## src/rtl/modport_rr_arbiter_if.sv

```systemverilog
// Valid/ready beat bundle shared by the arbiter's upstream and downstream sides.
// NUM_CH lanes are carried side by side; the downstream side uses NUM_CH=1.
interface modport_rr_arbiter_if #(
  parameter int NUM_CH = 4,
  parameter int WIDTH  = 8
);
  logic [NUM_CH-1:0]       valid;
  logic [NUM_CH*WIDTH-1:0] data;
  logic [NUM_CH-1:0]       last;
  logic [NUM_CH-1:0]       ready;

  // Producer drives the beat, consumer answers with ready.
  modport master (output valid, data, last, input ready);
  modport slave  (input valid, data, last, output ready);
endinterface

```

## src/rtl/modport_rr_arbiter.sv

```systemverilog
// Round-robin N:1 valid/ready arbiter with packet locking and a 2-entry
// registered output buffer, so upstream ready never sees downstream ready.
module modport_rr_arbiter #(
  parameter  int NUM_CH = 4,
  parameter  int WIDTH  = 8,
  localparam int CH_W   = $clog2(NUM_CH)
) (
  input  logic                 i_clk,
  input  logic                 i_rst,
  modport_rr_arbiter_if.slave  up,
  modport_rr_arbiter_if.master dn,
  output logic [CH_W-1:0]      o_ch,
  output logic                 o_busy
);

  logic [1:0]       r_count;
  logic [CH_W-1:0]  r_rrPtr;
  logic [CH_W-1:0]  r_lockCh;
  logic             r_locked;
  logic [WIDTH-1:0] r_data [2];
  logic             r_last [2];
  logic [CH_W-1:0]  r_ch   [2];

  logic [WIDTH-1:0] w_chData [NUM_CH];
  logic [CH_W-1:0]  w_grant;
  logic [CH_W-1:0]  w_idx;
  logic             w_grantValid;
  logic             w_room;
  logic             w_push;
  logic             w_pop;
  logic [WIDTH-1:0] w_inData;
  logic             w_inLast;

  for (genvar g = 0; g < NUM_CH; g++) begin : g_slice
    assign w_chData[g] = up.data[g*WIDTH +: WIDTH];
  end

  // Pick the locked channel, otherwise the first valid channel from the pointer on.
  always_comb begin
    w_grant      = '0;
    w_grantValid = 1'b0;
    w_idx        = '0;
    if (r_locked) begin
      w_grant      = r_lockCh;
      w_grantValid = 1'b1;
    end else begin
      for (int i = 0; i < NUM_CH; i++) begin
        w_idx = CH_W'((int'(r_rrPtr) + i) % NUM_CH);
        if (!w_grantValid && up.valid[w_idx]) begin
          w_grant      = w_idx;
          w_grantValid = 1'b1;
        end
      end
    end
  end

  assign w_room   = (r_count != 2'd2);
  assign w_inData = w_chData[w_grant];
  assign w_inLast = up.last[w_grant];
  assign w_push   = w_grantValid && w_room && up.valid[w_grant];
  assign w_pop    = dn.valid[0] && dn.ready[0];

  // Only the granted channel sees ready, and only while the buffer has room.
  always_comb begin
    up.ready = '0;
    if (!i_rst && w_grantValid && w_room) begin
      up.ready[w_grant] = 1'b1;
    end
  end

  // Packet lock and round-robin pointer advance on each accepted beat.
  always_ff @(posedge i_clk or posedge i_rst) begin
    if (i_rst) begin
      r_locked <= 1'b0;
      r_lockCh <= '0;
      r_rrPtr  <= '0;
    end else if (w_push) begin
      if (w_inLast) begin
        r_locked <= 1'b0;
        r_rrPtr  <= (w_grant == CH_W'(NUM_CH - 1)) ? '0 : w_grant + CH_W'(1);
      end else begin
        r_locked <= 1'b1;
        r_lockCh <= w_grant;
      end
    end
  end

  // Two-entry FIFO with entry 0 as head; entries shift forward on pop.
  always_ff @(posedge i_clk or posedge i_rst) begin
    if (i_rst) begin
      r_count   <= 2'd0;
      r_data[0] <= '0;
      r_data[1] <= '0;
      r_last[0] <= 1'b0;
      r_last[1] <= 1'b0;
      r_ch[0]   <= '0;
      r_ch[1]   <= '0;
    end else begin
      case ({w_push, w_pop})
        2'b10: begin
          if (r_count == 2'd0) begin
            r_data[0] <= w_inData;
            r_last[0] <= w_inLast;
            r_ch[0]   <= w_grant;
          end else begin
            r_data[1] <= w_inData;
            r_last[1] <= w_inLast;
            r_ch[1]   <= w_grant;
          end
          r_count <= r_count + 2'd1;
        end
        2'b01: begin
          r_data[0] <= r_data[1];
          r_last[0] <= r_last[1];
          r_ch[0]   <= r_ch[1];
          r_count   <= r_count - 2'd1;
        end
        2'b11: begin
          if (r_count == 2'd1) begin
            r_data[0] <= w_inData;
            r_last[0] <= w_inLast;
            r_ch[0]   <= w_grant;
          end else begin
            r_data[0] <= r_data[1];
            r_last[0] <= r_last[1];
            r_ch[0]   <= r_ch[1];
            r_data[1] <= w_inData;
            r_last[1] <= w_inLast;
            r_ch[1]   <= w_grant;
          end
        end
        default: begin
        end
      endcase
    end
  end

  assign dn.valid[0] = (r_count != 2'd0);
  assign dn.data     = r_data[0];
  assign dn.last[0]  = r_last[0];
  assign o_ch        = r_ch[0];
  assign o_busy      = r_locked | (r_count != 2'd0);

endmodule

```

## src/flat_wrapper.sv

```systemverilog
// flat-port wrapper written by rule: the top's interface ports become plain ports
module modport_rr_arbiter_flat 
#(
  parameter  int NUM_CH = 4,
  parameter  int WIDTH  = 8,
  localparam int CH_W   = $clog2(NUM_CH)
)
  (i_clk, i_rst, o_ch, o_busy, up_valid, up_data, up_last, up_ready, dn_valid, dn_data, dn_last, dn_ready);
  modport_rr_arbiter_if #(.NUM_CH(NUM_CH), .WIDTH(WIDTH)) up_i ();
  modport_rr_arbiter_if #(.NUM_CH(NUM_CH), .WIDTH(WIDTH)) dn_i ();
  input  logic i_clk;
  input  logic i_rst;
  output logic [CH_W-1:0] o_ch;
  output logic o_busy;
  input wire logic [$bits(up_i.valid)-1:0] up_valid;
  input wire logic [$bits(up_i.data)-1:0] up_data;
  input wire logic [$bits(up_i.last)-1:0] up_last;
  output wire logic [$bits(up_i.ready)-1:0] up_ready;
  output wire logic [$bits(dn_i.valid)-1:0] dn_valid;
  output wire logic [$bits(dn_i.data)-1:0] dn_data;
  output wire logic [$bits(dn_i.last)-1:0] dn_last;
  input wire logic [$bits(dn_i.ready)-1:0] dn_ready;
  assign up_i.valid = up_valid;
  assign up_i.data = up_data;
  assign up_i.last = up_last;
  assign up_ready = up_i.ready;
  assign dn_valid = dn_i.valid;
  assign dn_data = dn_i.data;
  assign dn_last = dn_i.last;
  assign dn_i.ready = dn_ready;
  modport_rr_arbiter #(.NUM_CH(NUM_CH), .WIDTH(WIDTH)) u_core (.i_clk(i_clk), .i_rst(i_rst), .up(up_i), .dn(dn_i), .o_ch(o_ch), .o_busy(o_busy));
endmodule
```

## config.mk

```make
export PLATFORM = sky130hd
export DESIGN_NAME = modport_rr_arbiter_flat
export DESIGN_NICKNAME = d
export VERILOG_FILES = /design/src/rtl/modport_rr_arbiter_if.sv /design/src/rtl/modport_rr_arbiter.sv /design/src/flat_wrapper.sv
export SDC_FILE = /design/constraint.sdc
export NUM_CORES = 1
export LEC_CHECK = 0
export CORE_ASPECT_RATIO = 1.2
export CORE_MARGIN = 5
export CORE_UTILIZATION = 40
export DETAILED_ROUTE_END_ITERATION = 16
export GPL_TIMING_DRIVEN = 0
export PLACE_DENSITY = 0.77
export SLEW_MARGIN = 20
export SYNTH_ARGS = -nofsm -noshare
export SYNTH_HDL_FRONTEND = slang
export SYNTH_SLANG_ARGS = --single-unit
```

## constraint.sdc

```tcl
create_clock -name i_clk -period 2.44 [get_ports i_clk]
set_input_delay 0.366 -clock i_clk [delete_from_list [all_inputs] [get_ports i_clk]]
set_output_delay 0.366 -clock i_clk [all_outputs]
set_load 0.01 [all_outputs]
```

* Word-level counts from Yosys, hierarchy flattened *
Cells that the tools add are included.

storage, ports and cells
  logic and storage cells = 109
  bits in latches = 0
  bits in read-only memories = 0
  memories kept = 0
  output and inout bits = 47
  RAM bits = 0
  register bits = 29

operators by class
  order comparisons = 7
  multiply operators = 0
  bitwise logic cells = 3
  multiplexer cells = 52
  $add $sub $neg = 6
  shift-type cells = 0
  divide/modulo/power cells = 0
  reductions and logical operators = 22
  equality and inequality tests = 9

operators by type and width
  cell                                                                   count
  8-bit 2-to-1 mux                                                       6
  8-bit one-hot mux with 3 select lines                                  1
  1-bit 2-to-1 mux                                                       20
  2-bit 2-to-1 mux                                                       10
  8-bit binary-select mux with 2-bit select                              1
  8-bit one-hot mux with 2 select lines                                  1
  2-bit by 3-bit < comparator with 1-bit output, second input constant   5
  1-bit binary-select mux with 2-bit select                              6
  1-bit logical AND                                                      9
  2-bit one-hot mux with 2 select lines                                  2
  2-bit by 1-bit adder with 2-bit output, second input constant          3
  2-bit equality test, second input constant                             3
  2-bit inequality test, second input constant                           3
  2-bit one-hot mux with 3 select lines                                  1
  2-bit AND reduction                                                    3
  2-bit nonzero test                                                     3
  2-bit adder, second input constant                                     2
  2-bit by 1-bit equality test with 1-bit output, second input constant  2
  1-bit zero test                                                        4
  4-bit 2-to-1 mux                                                       1
  3-bit >= comparator, second input constant                             1
  2-bit inverter with 3-bit output                                       1
  1-bit one-hot mux with 3 select lines                                  1
  3-bit AND reduction                                                    1
  9 further kinds                                                        9

* Logic depth before layout (Yosys ltp) *
  depth in word-level cells = 22
  depth in mapped cells = 14
  gate-level depth less buffers = 12

* Worst setup path before layout *
Ideal clock, no wire load.

  kind = register -> register
  start = reg u_core.r_locked
  end = reg u_core.r_last, in the netlist u_core.dn.last[0]
  arrival = 2,500 ps
  library setup time = 125 ps
  slack = -185 ps
  cell stages (with the launch flop) = 14
  required time = 2,315 ps
  cell sequence = dfrtp_1 -> buf_6 -> nand2b_4 -> or3_1 -> nand3_2 -> a32oi_2 -> o22ai_4 -> inv_1 -> ha_1 -> a21oi_1 -> nor2_1 -> a32o_1 -> a31o_2 -> mux2_4

between the ends
  cells in the longest elaborated chain, start to end = 7
  elaborated cells between the ends (all ways) = 17

ends and longest elaborated chain
  what                                                                                              line                      text
  from (decl)                                                                                       modport_rr_arbiter.sv:19  logic r_locked;
  from (signal assigned)                                                                            modport_rr_arbiter.sv:74  r_locked <= 1'b0;
  from (signal assigned)                                                                            modport_rr_arbiter.sv:79  r_locked <= 1'b0;
  from (signal assigned)                                                                            modport_rr_arbiter.sv:82  r_locked <= 1'b1;
  2-bit 2-to-1 mux                                                                                  modport_rr_arbiter.sv:43  if (r_locked) begin
  1-bit binary-select mux with 2-bit select                                                         modport_rr_arbiter.sv:60  assign w_push = w_grantValid && w_room && up.valid[w_grant];
  1-bit 2-to-1 mux (implied by the code)                                                            modport_rr_arbiter.sv:60
  1-bit logical AND (*)                                                                             modport_rr_arbiter.sv:60
  named net u_core.w_push                                                                           modport_rr_arbiter.sv:29  logic w_push;
  2-bit equality test or 2-bit by 1-bit equality test with 1-bit output (tied branches)             modport_rr_arbiter.sv:99  case ({w_push, w_pop})
  2-bit by 1-bit inequality test with 1-bit output (no line) or 3-bit nonzero test (tied branches)  n/a
  2-bit AND reduction (no line)                                                                     n/a
  to (decl)                                                                                         modport_rr_arbiter.sv:21  logic r_last [2];

Mark *: on every way through the listed nets, which the timed path passes. The rest lies on a longest branch. The select of a mux whose other input is x is not followed.
A chain may end at the register's enable or synchronous reset.

* Worst setup path in the final report *
  start = reg u_core.r_rrPtr[1]
  end = reg u_core.r_last, in the netlist u_core.dn.last[0]

between the ends
  cells in the longest elaborated chain, start to end = 22
  elaborated cells between the ends (all ways) = 45

ends and longest elaborated chain
  what                                                                                              line                      text
  from (decl)                                                                                       modport_rr_arbiter.sv:17  logic [CH_W-1:0] r_rrPtr;
  from (signal assigned)                                                                            modport_rr_arbiter.sv:80  r_rrPtr <= (w_grant == CH_W'(NUM_CH - 1)) ? '0 : w_grant + CH_W'(1);
  1-bit binary-select mux with 2-bit select                                                         modport_rr_arbiter.sv:49  if (!w_grantValid && up.valid[w_idx]) begin
  1-bit 2-to-1 mux (implied by the code)                                                            modport_rr_arbiter.sv:49
  1-bit 2-to-1 mux                                                                                  modport_rr_arbiter.sv:49
  1-bit 2-to-1 mux                                                                                  modport_rr_arbiter.sv:43
  1-bit zero test                                                                                   modport_rr_arbiter.sv:49
  1-bit logical AND                                                                                 modport_rr_arbiter.sv:49
  1-bit 2-to-1 mux                                                                                  modport_rr_arbiter.sv:49
  1-bit 2-to-1 mux                                                                                  modport_rr_arbiter.sv:43
  [7 not listed]                                                                                    n/a
  2-bit 2-to-1 mux                                                                                  modport_rr_arbiter.sv:43
  1-bit binary-select mux with 2-bit select                                                         modport_rr_arbiter.sv:60
  1-bit 2-to-1 mux (implied by the code)                                                            modport_rr_arbiter.sv:60
  1-bit logical AND (*)                                                                             modport_rr_arbiter.sv:60
  named net u_core.w_push                                                                           modport_rr_arbiter.sv:29
  2-bit equality test or 2-bit by 1-bit equality test with 1-bit output (tied branches)             modport_rr_arbiter.sv:99
  2-bit by 1-bit inequality test with 1-bit output (no line) or 3-bit nonzero test (tied branches)  n/a
  2-bit AND reduction (no line)                                                                     n/a

Marked as above.

==> flow_metrics.env <==
export IMPL_status="finished, violations left"
export IMPL_failed_checks="negative setup slack"
export IMPL_grt_usage_pct=17.8
export IMPL_synth_top_area_share_pct=30.4
export IMPL_hold_path_class="reg2reg"
export IMPL_max_slew_worst_pin_slew_ns=0.678
export IMPL_synth_edf_count=0
export IMPL_synth_mux_area_share_pct=18.9
export IMPL_dp_hpwl_um=4610
export IMPL_ys_top_cells_by_area="dfrtp_1 30%, buf_4 13%, mux2i_1 7.6%"
export IMPL_grt_pass1_vias=2213
export IMPL_synthFlopType="dfrtp_1"
export IMPL_yosysMostFrequentCell="buf_4"
export IMPL_path_cells="buf_4, buf_4, nand2b_4, nor3_4, o21ai_4, a32oi_4, o22ai_4, ha_4, nand2_4, nand2_4, a32o_2, a31o_2, mux2_4"
export IMPL_max_freq_mhz=371
export IMPL_route_vias_total=2287
export IMPL_cp_start_kind="flip-flop"
export IMPL_synthAdderAreaFrac_pct=5.24
export IMPL_worstPathArrival_ns=2.87
export IMPL_hold_buffers=0
export IMPL_synth_top_family_by_area="multiplexers"
export IMPL_slew_violations=0
export IMPL_synthCells=247
export IMPL_ys_ff_latch=29
export IMPL_place_inst=415
export IMPL_path_clk_slew_ns=0.07
export IMPL_rrSetupSlack_ns=-0.26
export IMPL_cts_buffer_depth=2
export IMPL_max_slew_margin_pct=54.8
export IMPL_power_density_nw_per_um2=1480
export IMPL_crit_start="u_core.r_rrPtr[1]"
export IMPL_synth_compound_area_share_pct=14.1
export IMPL_ys_seq_area_share_pct=30.4
export IMPL_viasPerCell=4.97
export IMPL_critical_path_class="reg2reg"
export IMPL_cpPeakStageDelay_ns=0.38
export IMPL_wl_per_cell_um=16.2
export IMPL_leakagePower_nw=1.88
export IMPL_multiInputGateArea_um2=1560
export IMPL_rsz0062_at_grt="yes"
export IMPL_nFillCells=402
export IMPL_cp_slowest_cell="dfrtp_2"
export IMPL_grt_max_degree=34
export IMPL_grt_pass1_wl_um=10600
export IMPL_r2r_end="u_core.dn.last[0]"
export IMPL_die_h_um=94.6
export IMPL_cts_root_buf="clkbuf_8"
export IMPL_max_cap_violations=0
export IMPL_ff_latch_area_um2=728
export IMPL_synth_common_cells="42 x buf_4, 29 x dfrtp_1, 29 x nand2_1, 18 x mux2i_1, 12 x mux2_2"
export IMPL_synth_distinct_cells=42
export IMPL_stdcell_count=460
export IMPL_crit_path_end_kind="flip-flop"
export IMPL_drc=0
export IMPL_synthSimpleGateAreaFrac_pct=13.2
export IMPL_finalCriticalPeriod_ns=2.70
export IMPL_clock_sinks=29
export IMPL_pre_cts_slack_ns=-0.952
export IMPL_start_util_pct=41.5
export IMPL_totalWireLength_um=7430
export IMPL_core_area_um2=5740
export IMPL_peakVddDrop_v=0.000815
export IMPL_antenna_found_initial=0
export IMPL_setup_viol=27
export IMPL_skew_ns=0.00354
export IMPL_cts_buffers=5
export IMPL_die_w_um=80.5
export IMPL_io_buffers=59
export IMPL_critical_path_required_ns=2.62
export IMPL_placementRows=30
export IMPL_avgSynthCellArea_um2=9.66
export IMPL_area_growth_pct=61.1
export IMPL_drive_gt1_share_pct=43.9
export IMPL_min_path_cells=2
export IMPL_cts_tree="done"
export IMPL_clk_latency_ns=0.29
export IMPL_gp_congestion=0.779
export IMPL_async_flop_share_pct=100
export IMPL_path_max_fanout=5
export IMPL_netlist_area_um2=2390
export IMPL_yosysTopAreaCell="dfrtp_1"
export IMPL_fin_total_pwr_w=0.00568
export IMPL_crit_end="u_core.dn.last[0]"
export IMPL_r2r_start="u_core.r_rrPtr[1]"
export IMPL_period_share_pct=110
export IMPL_reg2regPathDepth=13
export IMPL_drt_iter0_markers=145
export IMPL_hold_viol=0
export IMPL_antenna_left=0
export IMPL_timing_final_ws_setup_ns=-0.255
export IMPL_num_antenna_cells=0
export IMPL_die_area_um2=7620
export IMPL_yosys_warnings=6
export IMPL_synth_xor_area_share_pct=0.734
export IMPL_io_pins=93
export IMPL_nets=435
export IMPL_grt_ovfl_total=0
export IMPL_dr_pass1_iters=4
export IMPL_htreeDepth=2
## critical path, delay by kind of cell, from the launching register on
family	cells	cell delay [ns]
AO/OA/AOI/OAI	5	1.06
adder cells (fa/ha/maj)	1	0.20
buffers and inverters	2	0.23
multiplexers	1	0.25
AND/OR/NAND/NOR	4	0.46
flip-flops	1	0.38
## state kept, by name (all words and copies together), names as in the netlist
name             flops
u_core.dn.data       8
u_core.r_data        8
u_core.o_ch          2
u_core.r_ch          2
u_core.r_count       2
u_core.r_lockCh      2
u_core.r_rrPtr       2
u_core.dn.last       1
u_core.r_last        1
u_core.r_locked      1
## cell families (layout without fill, tap and decap cells)
family	after synthesis	after routing
and+or+nand+nor	62	62
buffers and inverters	60	164
AOI/OAI and AO/OA	44	44
muxes	39	39
DFF	29	29
adders and majority gates	10	10
xor gates and xnor gates	2	2
other	1	30
## stage by stage
step	hold slack (ns)	setup TNS, ns	cell area (um^2)	util, %
global route	0.503	-6.91	3840	66.9
finish	0.490	-4.17	3840	66.9
global placement	0.463	-20.16	3200	55.8
detailed placement	0.474	-22.39	3200	55.8
CTS	0.488	-0.663	3600	62.8
floorplan	0.450	-0.265	2510	-
## worst min-delay path by stage
stage / from / endpoint
finish: u_core.r_data[7] / u_core.r_data[7]
global route: u_core.r_data[0] / u_core.r_data[0]
detailed placement: u_core.r_data[6] / u_core.r_data[6]
global placement: u_core.r_data[3] / u_core.r_data[3]
floorplan: u_core.r_ch[1] / u_core.r_ch[1]
CTS: u_core.r_data[6] / u_core.r_data[6]
## cells in the final DEF (no fill, tap or decap), types with 5 or more instances in the layout
cell	n
buf_4	70
clkdlybuf4s50_1	51
conb_1	30
dfrtp_1	27
nand2_1	20
mux2i_1	17
mux2_2	12
mux2_4	9
buf_6	8
inv_1	8
o21ai_1	8
nand2_2	7
o221ai_1	7
ha_1	7
clkbuf_8	6
and3_1	5
## area by class of cell
| class | instances | area share [%] |
|---|---|---|
| Timing Repair Buffer | 96 | 23.6 |
| Multi-Input combinational cell | 187 | 40.7 |
| Clock inverter | 2 | 0.260 |
| Buffer | 48 | 10.5 |
| Sequential cell | 29 | 18.9 |
| Tap cell | 80 | 2.60 |
| Clock buffer | 6 | 1.89 |
| Inverter | 12 | 1.43 |
## layer usage
layer,wire [um],global-route usage (%),share of wire (%)
met5,0,0,0
met4,226,7.75,3.0
met3,510,3.82,6.9
met2,4000,31.8,54
met1,2700,20.2,36
## where the power goes
group | switching (W) | internal [W] | total (W)
Sequential | 0.000162 | 0.000745 | 0.000907
Combinational | 0.00197 | 0.00240 | 0.00438
Clock | 0.000198 | 0.000197 | 0.000395
## repair_timing
action / 4_1_cts / 5_1_grt
pin swaps: 9 / 9
resized for setup: 57 / 35
buffers inserted: 25 / 9
cloned: 1 / 2
setup endpoints to repair: 26 / 26
(Power assumes the default switching activity.)
